<file path="config.mk">
export PLATFORM = sky130hd
export DESIGN_NAME = fflags_rob_idx_queue_ctrl
export DESIGN_NICKNAME = d
export VERILOG_FILES = /design/src/rtl/fflags_queue_pkg.sv /design/src/rtl/fflags_wrap_ptr.sv /design/src/rtl/fflags_rob_idx_queue_ctrl.sv
export SDC_FILE = /design/constraint.sdc
export NUM_CORES = 1
export LEC_CHECK = 0
export BUFFER_PORTS_ARGS = -buffer_cell sky130_fd_sc_hd__buf_2
export CAP_MARGIN = 20
export CORE_UTILIZATION = 26
export CTS_CLUSTER_DIAMETER = 60
export DETAILED_ROUTE_END_ITERATION = 10
export PLACE_DENSITY = 0.57
export SKIP_CTS_REPAIR_TIMING = 1
export SYNTH_ARGS = -nofsm -noshare
export SYNTH_HDL_FRONTEND = slang
export SYNTH_SLANG_ARGS = --single-unit
</file>
<file path="constraint.sdc">
create_clock -name clock -period 1.9 [get_ports clock]
set_clock_uncertainty 0.2 [all_clocks]
set_input_delay 0.19 -clock clock [delete_from_list [all_inputs] [get_ports clock]]
set_output_delay 0.19 -clock clock [all_outputs]
set_load 0.005 [all_outputs]
</file>
<file path="src/rtl/fflags_queue_pkg.sv">
`default_nettype none
// ============================================================================
// Module      : fflags_queue_pkg
// Description : Shared sizes, types and pointer helper for the fflags ROB
//               index queue.
//               DEPTH  - number of queue entries (any value >= 2)
//               ADDR_W - RAM address width, ceil(log2(DEPTH))
//               DATA_W - ROB index width stored per entry
// Revision    : 1.0 - initial release
// ============================================================================
package fflags_queue_pkg;

  localparam int DEPTH  = 3;
  localparam int ADDR_W = 2;
  localparam int DATA_W = 7;

  typedef logic [DATA_W-1:0] rob_idx_t;
  typedef logic [ADDR_W-1:0] qptr_t;

  localparam qptr_t PTR_LAST = qptr_t'(DEPTH - 1);

  // Explicit wrap at DEPTH-1: DEPTH need not be a power of two, so the
  // pointer must never be allowed to roll over naturally.
  function automatic qptr_t wrap_inc(input qptr_t ptr);
    return (ptr == PTR_LAST) ? '0 : ptr + qptr_t'(1);
  endfunction

endpackage
`default_nettype wire

</file>
<file path="src/rtl/fflags_wrap_ptr.sv">
`default_nettype none
// ============================================================================
// Module      : fflags_wrap_ptr
// Description : Queue pointer register with wrap at DEPTH-1.
//   clk_i  in  clock
//   rst_i  in  synchronous active-high reset, pointer -> 0
//   clr_i  in  clear (flush), pointer -> 0, wins over inc_i
//   inc_i  in  advance pointer by one with wrap
//   ptr_o  out current pointer value
// Revision    : 1.0 - initial release
// ============================================================================
module fflags_wrap_ptr
  import fflags_queue_pkg::*;
(
  input  logic  clk_i,
  input  logic  rst_i,
  input  logic  clr_i,
  input  logic  inc_i,
  output qptr_t ptr_o
);

  qptr_t ptr_q;
  qptr_t ptr_d;

  always_comb begin
    ptr_d = ptr_q;
    if (clr_i) begin
      ptr_d = '0;
    end else if (inc_i) begin
      ptr_d = wrap_inc(ptr_q);
    end
  end

  always_ff @(posedge clk_i) begin
    if (rst_i) begin
      ptr_q <= '0;
    end else begin
      ptr_q <= ptr_d;
    end
  end

  assign ptr_o = ptr_q;

endmodule
`default_nettype wire

</file>
<file path="src/rtl/fflags_rob_idx_queue_ctrl.sv">
`default_nettype none
// ============================================================================
// Module      : fflags_rob_idx_queue_ctrl
// Description : FIFO controller for the fflags ROB index queue. Runs an
//               external DEPTH-entry 1R1W flop RAM (combinational read,
//               synchronous write) and owns pointers, full/empty and flush.
//   clock, reset          clock and synchronous active-high reset
//   io_enq_valid/ready/bits  push side (FP execution pipe)
//   io_deq_valid/ready/bits  pop side (ROB fflags update)
//   io_flush              discard all entries, highest priority
//   io_count              number of valid entries, 0..DEPTH
//   ram_W0_*              RAM write port (addr = enq pointer)
//   ram_R0_*              RAM read port (addr = deq pointer)
// Parameter   : PIPE - accept an enqueue while full if a dequeue fires
// Revision    : 1.0 - initial release
// ============================================================================
module fflags_rob_idx_queue_ctrl
  import fflags_queue_pkg::*;
#(
  parameter bit PIPE = 1'b0
) (
  input  logic              clock,
  input  logic              reset,
  input  logic              io_enq_valid,
  output logic              io_enq_ready,
  input  logic [DATA_W-1:0] io_enq_bits,
  output logic              io_deq_valid,
  input  logic              io_deq_ready,
  output logic [DATA_W-1:0] io_deq_bits,
  input  logic              io_flush,
  output logic [ADDR_W:0]   io_count,
  output logic [ADDR_W-1:0] ram_W0_addr,
  output logic              ram_W0_en,
  output logic [DATA_W-1:0] ram_W0_data,
  output logic [ADDR_W-1:0] ram_R0_addr,
  output logic              ram_R0_en,
  input  logic [DATA_W-1:0] ram_R0_data
);

  localparam logic [ADDR_W:0] DEPTH_CNT = (ADDR_W + 1)'(DEPTH);

  qptr_t enq_ptr;
  qptr_t deq_ptr;
  logic  maybe_full_q;
  logic  maybe_full_d;

  logic  ptr_match;
  logic  empty;
  logic  full;
  logic  do_enq;
  logic  do_deq;
  logic  kill;

  logic [ADDR_W:0] enq_ext;
  logic [ADDR_W:0] deq_ext;

  assign ptr_match = (enq_ptr == deq_ptr);
  assign empty     = ptr_match & ~maybe_full_q;
  assign full      = ptr_match &  maybe_full_q;

  assign io_deq_valid = ~empty;
  assign io_enq_ready = ~full | (PIPE & io_deq_ready);

  // Reset behaves like a flush: nothing fires and the RAM is not written.
  assign kill   = io_flush | reset;
  assign do_enq = io_enq_valid & io_enq_ready & ~kill;
  assign do_deq = io_deq_valid & io_deq_ready & ~kill;

  fflags_wrap_ptr u_enq_ptr (
    .clk_i (clock),
    .rst_i (reset),
    .clr_i (io_flush),
    .inc_i (do_enq),
    .ptr_o (enq_ptr)
  );

  fflags_wrap_ptr u_deq_ptr (
    .clk_i (clock),
    .rst_i (reset),
    .clr_i (io_flush),
    .inc_i (do_deq),
    .ptr_o (deq_ptr)
  );

  // maybe_full distinguishes full from empty when the pointers coincide;
  // only an unbalanced cycle can change which of the two we are in.
  always_comb begin
    maybe_full_d = maybe_full_q;
    if (io_flush) begin
      maybe_full_d = 1'b0;
    end else if (do_enq != do_deq) begin
      maybe_full_d = do_enq;
    end
  end

  always_ff @(posedge clock) begin
    if (reset) begin
      maybe_full_q <= 1'b0;
    end else begin
      maybe_full_q <= maybe_full_d;
    end
  end

  // Occupancy with explicit wrap correction for non-power-of-two depth.
  assign enq_ext = {1'b0, enq_ptr};
  assign deq_ext = {1'b0, deq_ptr};

  always_comb begin
    io_count = '0;
    if (full) begin
      io_count = DEPTH_CNT;
    end else if (enq_ext >= deq_ext) begin
      io_count = enq_ext - deq_ext;
    end else begin
      io_count = DEPTH_CNT + enq_ext - deq_ext;
    end
  end

  assign ram_W0_addr = enq_ptr;
  assign ram_W0_en   = do_enq;
  assign ram_W0_data = io_enq_bits;
  assign ram_R0_addr = deq_ptr;
  assign ram_R0_en   = 1'b1;
  assign io_deq_bits = ram_R0_data;

endmodule
`default_nettype wire

</file>
# Word-level counts from Yosys, hierarchy flattened
# Index checks and enable logic that the tools add are counted.
# Widths: inputs -> output; s select.
# classes
n_addsub	5
order_cmp	1
eq_ne	4
n_mux	4
n_bitwise	11
n_reduce_logical	1
# ops
operator	n
$and 1x1->1	6
$mux 3	2
$add 2x1->2 const B	2
$eq 2x2->1 const B	2
$mux 2	2
$not 1->1	4
$add 2x2->3 const A	1
$sub 2x2->3	1
$sub 3x2->3	1
$eq 2x2->1	1
$ge 2x2->1	1
$reduce_or 2->1	1
$ne 1x1->1	1
$or 1x1->1	1
# totals
reg_bits	5
input_bits	19
out_inout_bits	25
elab_cells	29

# Longest topological paths before layout
# Gate-level depths: netlist of run 1.
# depth
depth_word	6
mapped_depth	7
depth_no_buf	7

# Cells and area by module
# Synthesis of run 1 repeated with hierarchy kept, for this count alone.
# unflattened
hier_cells	63
hier_area_um2	563.0
# by_module_without_submodules
mod	instances	cells_per_inst	area_per_inst_um2
fflags_rob_idx_queue_ctrl	1	47	385.4
fflags_wrap_ptr	2	8	88.8

# Worst setup path after synthesis of run 1
# OpenSTA, ideal clock, no wires.
# synth_timing
path_kind	register -> output
from	register u_deq_ptr.ptr_q[1] (netlist: u_deq_ptr.ptr_o[1])
to	output io_count[1]
arrival_ns	1.314
required_ns	1.510
setup_slack_ns	0.196
stages_incl_launch_ff	6
cell_sequence	dfxtp_1 > inv_1 > ha_1 > nand2_1 > mux2i_1 > a32oi_1
# synth_via
elab_chain_cells	3
word_cells_on_any_way	7
cone_classes	add/sub (2); order compare (1); eq/ne (1); mux (2); bitwise (1)
# synth_lines
element	line	rtl
from (decl)	fflags_wrap_ptr.sv:22	qptr_t ptr_q;
from (signal assigned)	fflags_wrap_ptr.sv:38	ptr_q <= ptr_d;
$sub 3x2->3 (tied with other cells)	fflags_rob_idx_queue_ctrl.sv:115	io_count = DEPTH_CNT + enq_ext - deq_ext;
$mux 3 or $and 1x1->1 (tied branches)	fflags_rob_idx_queue_ctrl.sv:112, fflags_rob_idx_queue_ctrl.sv:59	
$mux 3 *	fflags_rob_idx_queue_ctrl.sv:110	if (full) begin
to (decl)	fflags_rob_idx_queue_ctrl.sv:31	output logic [ADDR_W:0] io_count,
# Mark *: on every way between the ends. The rest lies on a longest branch, timed or not.

# Final worst setup path of run 1
# layout_timing
from	register u_enq_ptr.ptr_q[0] (netlist: u_enq_ptr.ptr_o[0])
to	output io_count[1]
# layout_via
elab_chain_cells	4
word_cells_on_any_way	8
cone_classes	add/sub (3); order compare (1); eq/ne (1); mux (2); bitwise (1)
# layout_lines
element	line	rtl
from (decl)	fflags_wrap_ptr.sv:22	
from (signal assigned)	fflags_wrap_ptr.sv:38	
$add 2x2->3	fflags_rob_idx_queue_ctrl.sv:115	
$sub 3x2->3	fflags_rob_idx_queue_ctrl.sv:115	
$mux 3	fflags_rob_idx_queue_ctrl.sv:112	end else if (enq_ext >= deq_ext) begin
$mux 3 *	fflags_rob_idx_queue_ctrl.sv:110	
# Marked as above.

==> results of run 1 <==
==> per-layer routing <==
layer  up-vias  share of wire
met5         -              0
met4         0         0.0083
met3         2          0.050
met2        10           0.54
li1        216              -
met1       207           0.40
==> worst max-delay path by stage <==
stage                        from           to
2_1_floorplan  u_deq_ptr.ptr_o[1]  io_count[1]
3_3_place_gp   u_enq_ptr.ptr_o[0]  io_count[1]
3_5_place_dp   u_enq_ptr.ptr_o[0]  io_count[1]
4_1_cts        u_enq_ptr.ptr_o[0]  io_count[1]
5_1_grt        u_deq_ptr.ptr_o[0]  io_count[1]
6_report       u_enq_ptr.ptr_o[0]  io_count[1]
==> where the power goes <==
| group | switching [mW] | internal, mW |
|---|---|---|
| sequential | 0.00463 | 0.108 |
| clock | 0.0478 | 0.0797 |
| combinational | 0.0405 | 0.0391 |
| total | 0.0929 | 0.227 |
==> synth_stat cells, types with 2 or more instances <==
cell,instances,area [sq um]
fa_1,2,40.0
buf_4,15,113
o21ai_1,2,10.0
ha_1,3,37.5
nand4_1,3,18.8
nor2_1,2,7.51
and3_2,2,15.0
dfxtp_1,5,100
nand2_1,6,22.5
inv_1,9,33.8
==> per-stage QoR <==
| step | instances | hold WS (ps) | power [mW] | utilization |
|---|---|---|---|---|
| finish | 98 | 20.1 | 0.320 | 0.341 |
| global route | 98 | 54.3 | 0.334 | 0.341 |
| CTS | 96 | 24.0 | 0.312 | 0.310 |
| detailed placement | 92 | 180 | 0.184 | 0.296 |
| global placement | 92 | 180 | 0.182 | 0.296 |
| floorplan | 65 | 133 | 0.180 | - |
==> sequential cells by signal (all words and copies together) (netlist names) <==
name,count
u_deq_ptr.ptr_o,2
u_enq_ptr.ptr_o,2
maybe_full_q,1
==> worst max-delay path, cell delays in order (launching register included) <==
cell and delay [ps]:
dfxtp_2 330, inv_2 90, ha_4 130, inv_2 30, fa_2 530, inv_2 30
a32oi_1 140, buf_2 140
==> layout make-up <==
type	count	area (sq um)
Sequential cell	5	106
Fill cell	199	1200
Multi-Input combinational cell	36	315
Timing Repair Buffer	19	108
Tap cell	25	31.3
Clock buffer	4	26.3
Inverter	9	33.8
==> cell families after synthesis <==
| family | Yosys count | synth area share |
|---|---|---|
| AO/OA/AOI/OAI | 10 | 0.128 |
| other | 1 | 0.00712 |
| multiplexers | 1 | 0.0190 |
| buffers and inverters | 24 | 0.278 |
| AND/OR/NAND/NOR | 19 | 0.230 |
| flip-flops | 5 | 0.190 |
| adder cells (fa/ha/maj) | 5 | 0.147 |
==> impl_metrics.toml, run 1 <==
[run_status]
status = "finished, violations left"
violations = "setup timing"

[synthesis]
ys.flop_type = "dfxtp_1"
synthArstFlopShare = 0
ys_seq_area_frac = 0.190
yosys_register_bits = 5
syn-num-nets = 89
synthDistinctLibCells = 26
synth_warnings = 0
syn_inst = 65
synth_area_per_cell_sq_um = 8.10
synth_edf_count = 0
syn_area_sq_um = 527

[setup_path]
rr_startpoint = "u_deq_ptr.ptr_o[1]"
cp.arrival_ps = 1660
startpoint_type = "flip-flop"
criticalPathCategory = "reg -> out"
r2r_cells = 5
ff2ff_setup_slack_ps = 350
end_kind = "output pin"
reg2reg_to = "u_enq_ptr.ptr_o[1]"
crit_path_max_fanout = 3
required_ps = 1510

[worst_hold_path]
min_from = "io_deq_ready"
hp-class = "in -> reg"
hold_end = "u_deq_ptr.ptr_o[0]"
worstHoldPathCells = 3

[final_layout]
synthToLayoutAreaGrowth_pct = 17.8
post_route_cells_drive_above_1_share = 0.548
fin_nets = 98
stdcell_area_sq_um = 621
diodes = 0
final_common_cell = "buf_2"
layout_common_cells = "buf_2, inv_2, nand2_1, buf_4, inv_1"

[timing]
final.setup.tns_ps = -194
finalSetupViolations = 3
hold_viol_final = 0
rsz0062_at_grt = "yes"
setup_ws_ps = -146
finalCritPeriodShare = 1.08
fmaxAchievable_ghz = 0.489
drv_slew = 0
period_needed_ps = 2050

[run]
drv_cap = 0

[cts]
clk_path_buf_depth = 2
htree_levels = 1
clockRootBuffer = "clkbuf_4"
clk_pin_slew_ps = 50
clock_latency_ps = 250
cts_sinks = 5
numCtsBuffers = 3
cts_tree = "built"

[grt]
grt_pass1_vias = 378
met2_usage = 0.175
grt_first_pass_wirelength_um = 1540
use_met1 = 0.115
grt-ovfl-total = 0
grt_usage = 0.102
grt_most_used_layer = "met2"
grt_max_degree = 10
antenna_found_initial = 0
grtUsageMet3 = 0.0115

[placed_design]
post-place-ws_ps = 55.9
dpl-instance-area_sq_um = 538
port_buffers = 14
hpwl_um = 796
place_congestion = 0.700

[detailed_routing]
postRouteAntennaNets = 0
drt_pass1_iterations = 3
drc = 0
via_count = 435
via_per_inst = 4.44
drtIter0Drc = 1
wire_per_inst_um = 11.0
wl_um = 1080

[floorplanning]
core_sq_um = 1820
io_pins = 44
dieArea_sq_um = 2210
start_util = 0.289
die_w_um = 47.0
die_h_um = 47.0
rows = 15

[power_and_ir_drop]
p_per_area_nw_per_um2 = 515
peakVddDrop_mv = 0.121
cellLeakagePower_nw = 0.288
No activity file was read; power rests on OpenSTA's default activity.
==> run 2, diff against run 1 <==
--- a/config.mk
+++ b/config.mk
@@ -7,10 +7,13 @@
 export LEC_CHECK = 0
 export BUFFER_PORTS_ARGS = -buffer_cell sky130_fd_sc_hd__buf_2
 export CAP_MARGIN = 20
-export CORE_UTILIZATION = 26
+export CELL_PAD_IN_SITES_DETAIL_PLACEMENT = 0
+export CELL_PAD_IN_SITES_GLOBAL_PLACEMENT = 2
+export CORE_ASPECT_RATIO = 0.5
+export CORE_UTILIZATION = 18
 export CTS_CLUSTER_DIAMETER = 60
 export DETAILED_ROUTE_END_ITERATION = 10
-export PLACE_DENSITY = 0.57
+export PLACE_DENSITY = 0.76
 export SKIP_CTS_REPAIR_TIMING = 1
 export SYNTH_ARGS = -nofsm -noshare
 export SYNTH_HDL_FRONTEND = slang
==> impl_metrics.toml, run 2 (same netlist as run 1, synthesis figures left out) <==
[run]
drv_cap = 0

[setup_path]
startpoint_type = "flip-flop"
slowest_stage = "fa_2"
crit_path_max_fanout = 4
required_ps = 1510
end_kind = "output pin"
r2r_cells = 5
cpMostUsedCell = "inv_2"
criticalPathCategory = "reg -> out"
cpPeakStageDelay_ps = 510
path_cells = "inv_2, ha_4, inv_2, fa_2, inv_1, a32oi_1, buf_2"
cp.arrival_ps = 1580

[floorplanning]
rows = 13
core_sq_um = 2680
start_util = 0.196
io_pins = 44
dieArea_sq_um = 3160
die_w_um = 78.5
die_h_um = 40.3

[timing]
hold_ws_ps = 56.4
drv_slew = 0
fmaxAchievable_ghz = 0.506
hold_viol_final = 0
finalCritPeriodShare = 1.04
finalSetupViolations = 1
rsz0062_at_grt = "yes"
setup_ws_ps = -74.6
period_needed_ps = 1970

[cts]
clock_latency_ps = 210
cts_sinks = 5
clockRootBuffer = "clkbuf_8"
numCtsBuffers = 3
cts_tree = "built"
clk_path_buf_depth = 2
htree_levels = 1
clk_pin_slew_ps = 30

[power_and_ir_drop]
switchingPower_uw = 89.2
internal-power_uw = 292
seqPwrFrac = 0.298
p_per_area_nw_per_um2 = 583
p_sw_frac = 0.234
clkPwrFrac = 0.498
pwr-share-comb = 0.204
peakVddDrop_mv = 0.197
total_power_uw = 381
cellLeakagePower_nw = 0.299

[final_layout]
final_cells = 111
fillers = 300
fin_nets = 99
diodes = 0
layout_common_cells = "buf_2, inv_2, nand2_1, buf_4, inv_1"
synthToLayoutAreaGrowth_pct = 24.0
post_route_cells_drive_above_1_share = 0.554
final_common_cell = "buf_2"

[detailed_routing]
drc = 0
drt_pass1_iterations = 2
via_per_inst = 3.76
via_count = 417
wire_per_inst_um = 9.26
drtIter0Drc = 7
wl_um = 1030
postRouteAntennaNets = 0

[worst_hold_path]
hp-class = "in -> reg"
worstHoldPathCells = 3

[grt]
grt_max_degree = 9
grt_first_pass_wirelength_um = 1570
grt_pass1_vias = 337
grt_usage = 0.0682
antenna_found_initial = 0
grt-ovfl-total = 0

[placed_design]
placedCellCount = 104
hpwl_um = 790
place_congestion = 0.711
port_buffers = 14

[run_status]
violations = "setup timing"
status = "finished, violations left"
==> run 2: cell types whose count changed in the layout (fill, tap and decap cells not counted), sizes merged <==
| cell | before | now |
|---|---|---|
| buf | 19 | 20 |
==> run 2: cell type report <==
type	instances	area, sq um	area share
Clock buffer	4	45.0	0.0690
Multi-Input combinational cell	36	303	0.464
Tap cell	37	46.3	0.0709
Sequential cell	5	106	0.163
Timing Repair Buffer	20	119	0.182
Inverter	9	33.8	0.0517
==> run 2: power groups by stage <==
stage / clock network (mW) / registers (mW) / logic (mW)
6_report: 0.190 / 0.113 / 0.0775
5_1_grt: 0.208 / 0.114 / 0.0893
4_1_cts: 0.197 / 0.113 / 0.0691
3_5_place_dp: 0 / 0.115 / 0.0689
3_3_place_gp: 0 / 0.115 / 0.0695
2_1_floorplan: 0 / 0.114 / 0.0656
==> run 2: final timing paths <==
path / startpoint / to / slack, ps
setup / recovery: u_enq_ptr.ptr_o[0] / io_count[1] / -70
hold / removal: io_flush / u_enq_ptr.ptr_o[1] / 60
setup reg to reg: u_deq_ptr.ptr_o[1] / u_enq_ptr.ptr_o[1] / 290
hold reg to reg: maybe_full_q / maybe_full_q / 330
==> run 2: routing by layer <==
metal  global-route usage  part of all wire  vias up
met4               0.0694             0.012        0
met2                0.104              0.46        3
met5                    0                 0        -
met3               0.0136             0.051        2
met1               0.0830              0.47      190
li1                     -                 -      222
==> run 2: stage by stage <==
| step | setup TNS [ps] | setup slack, ps | utilization | instance area, sq um |
|---|---|---|---|---|
| 6_report | -74.6 | -74.6 | 0.243 | 653 |
| 5_1_grt | -304 | -159 | 0.243 | 653 |
| 4_1_cts | -546 | -199 | 0.223 | 598 |
| 3_5_place_dp | 0 | 32.7 | 0.206 | 553 |
| 3_3_place_gp | 0 | 18.1 | 0.206 | 553 |
| 2_1_floorplan | 0 | 196 | - | 527 |
==> run 2: worst max-delay path, delay by kind of cell, from the launching register on <==
kind	cells	cell delay [ps]
compound gates	1	130
fa+ha+maj	2	630
buf+inv	4	280
flops	1	330
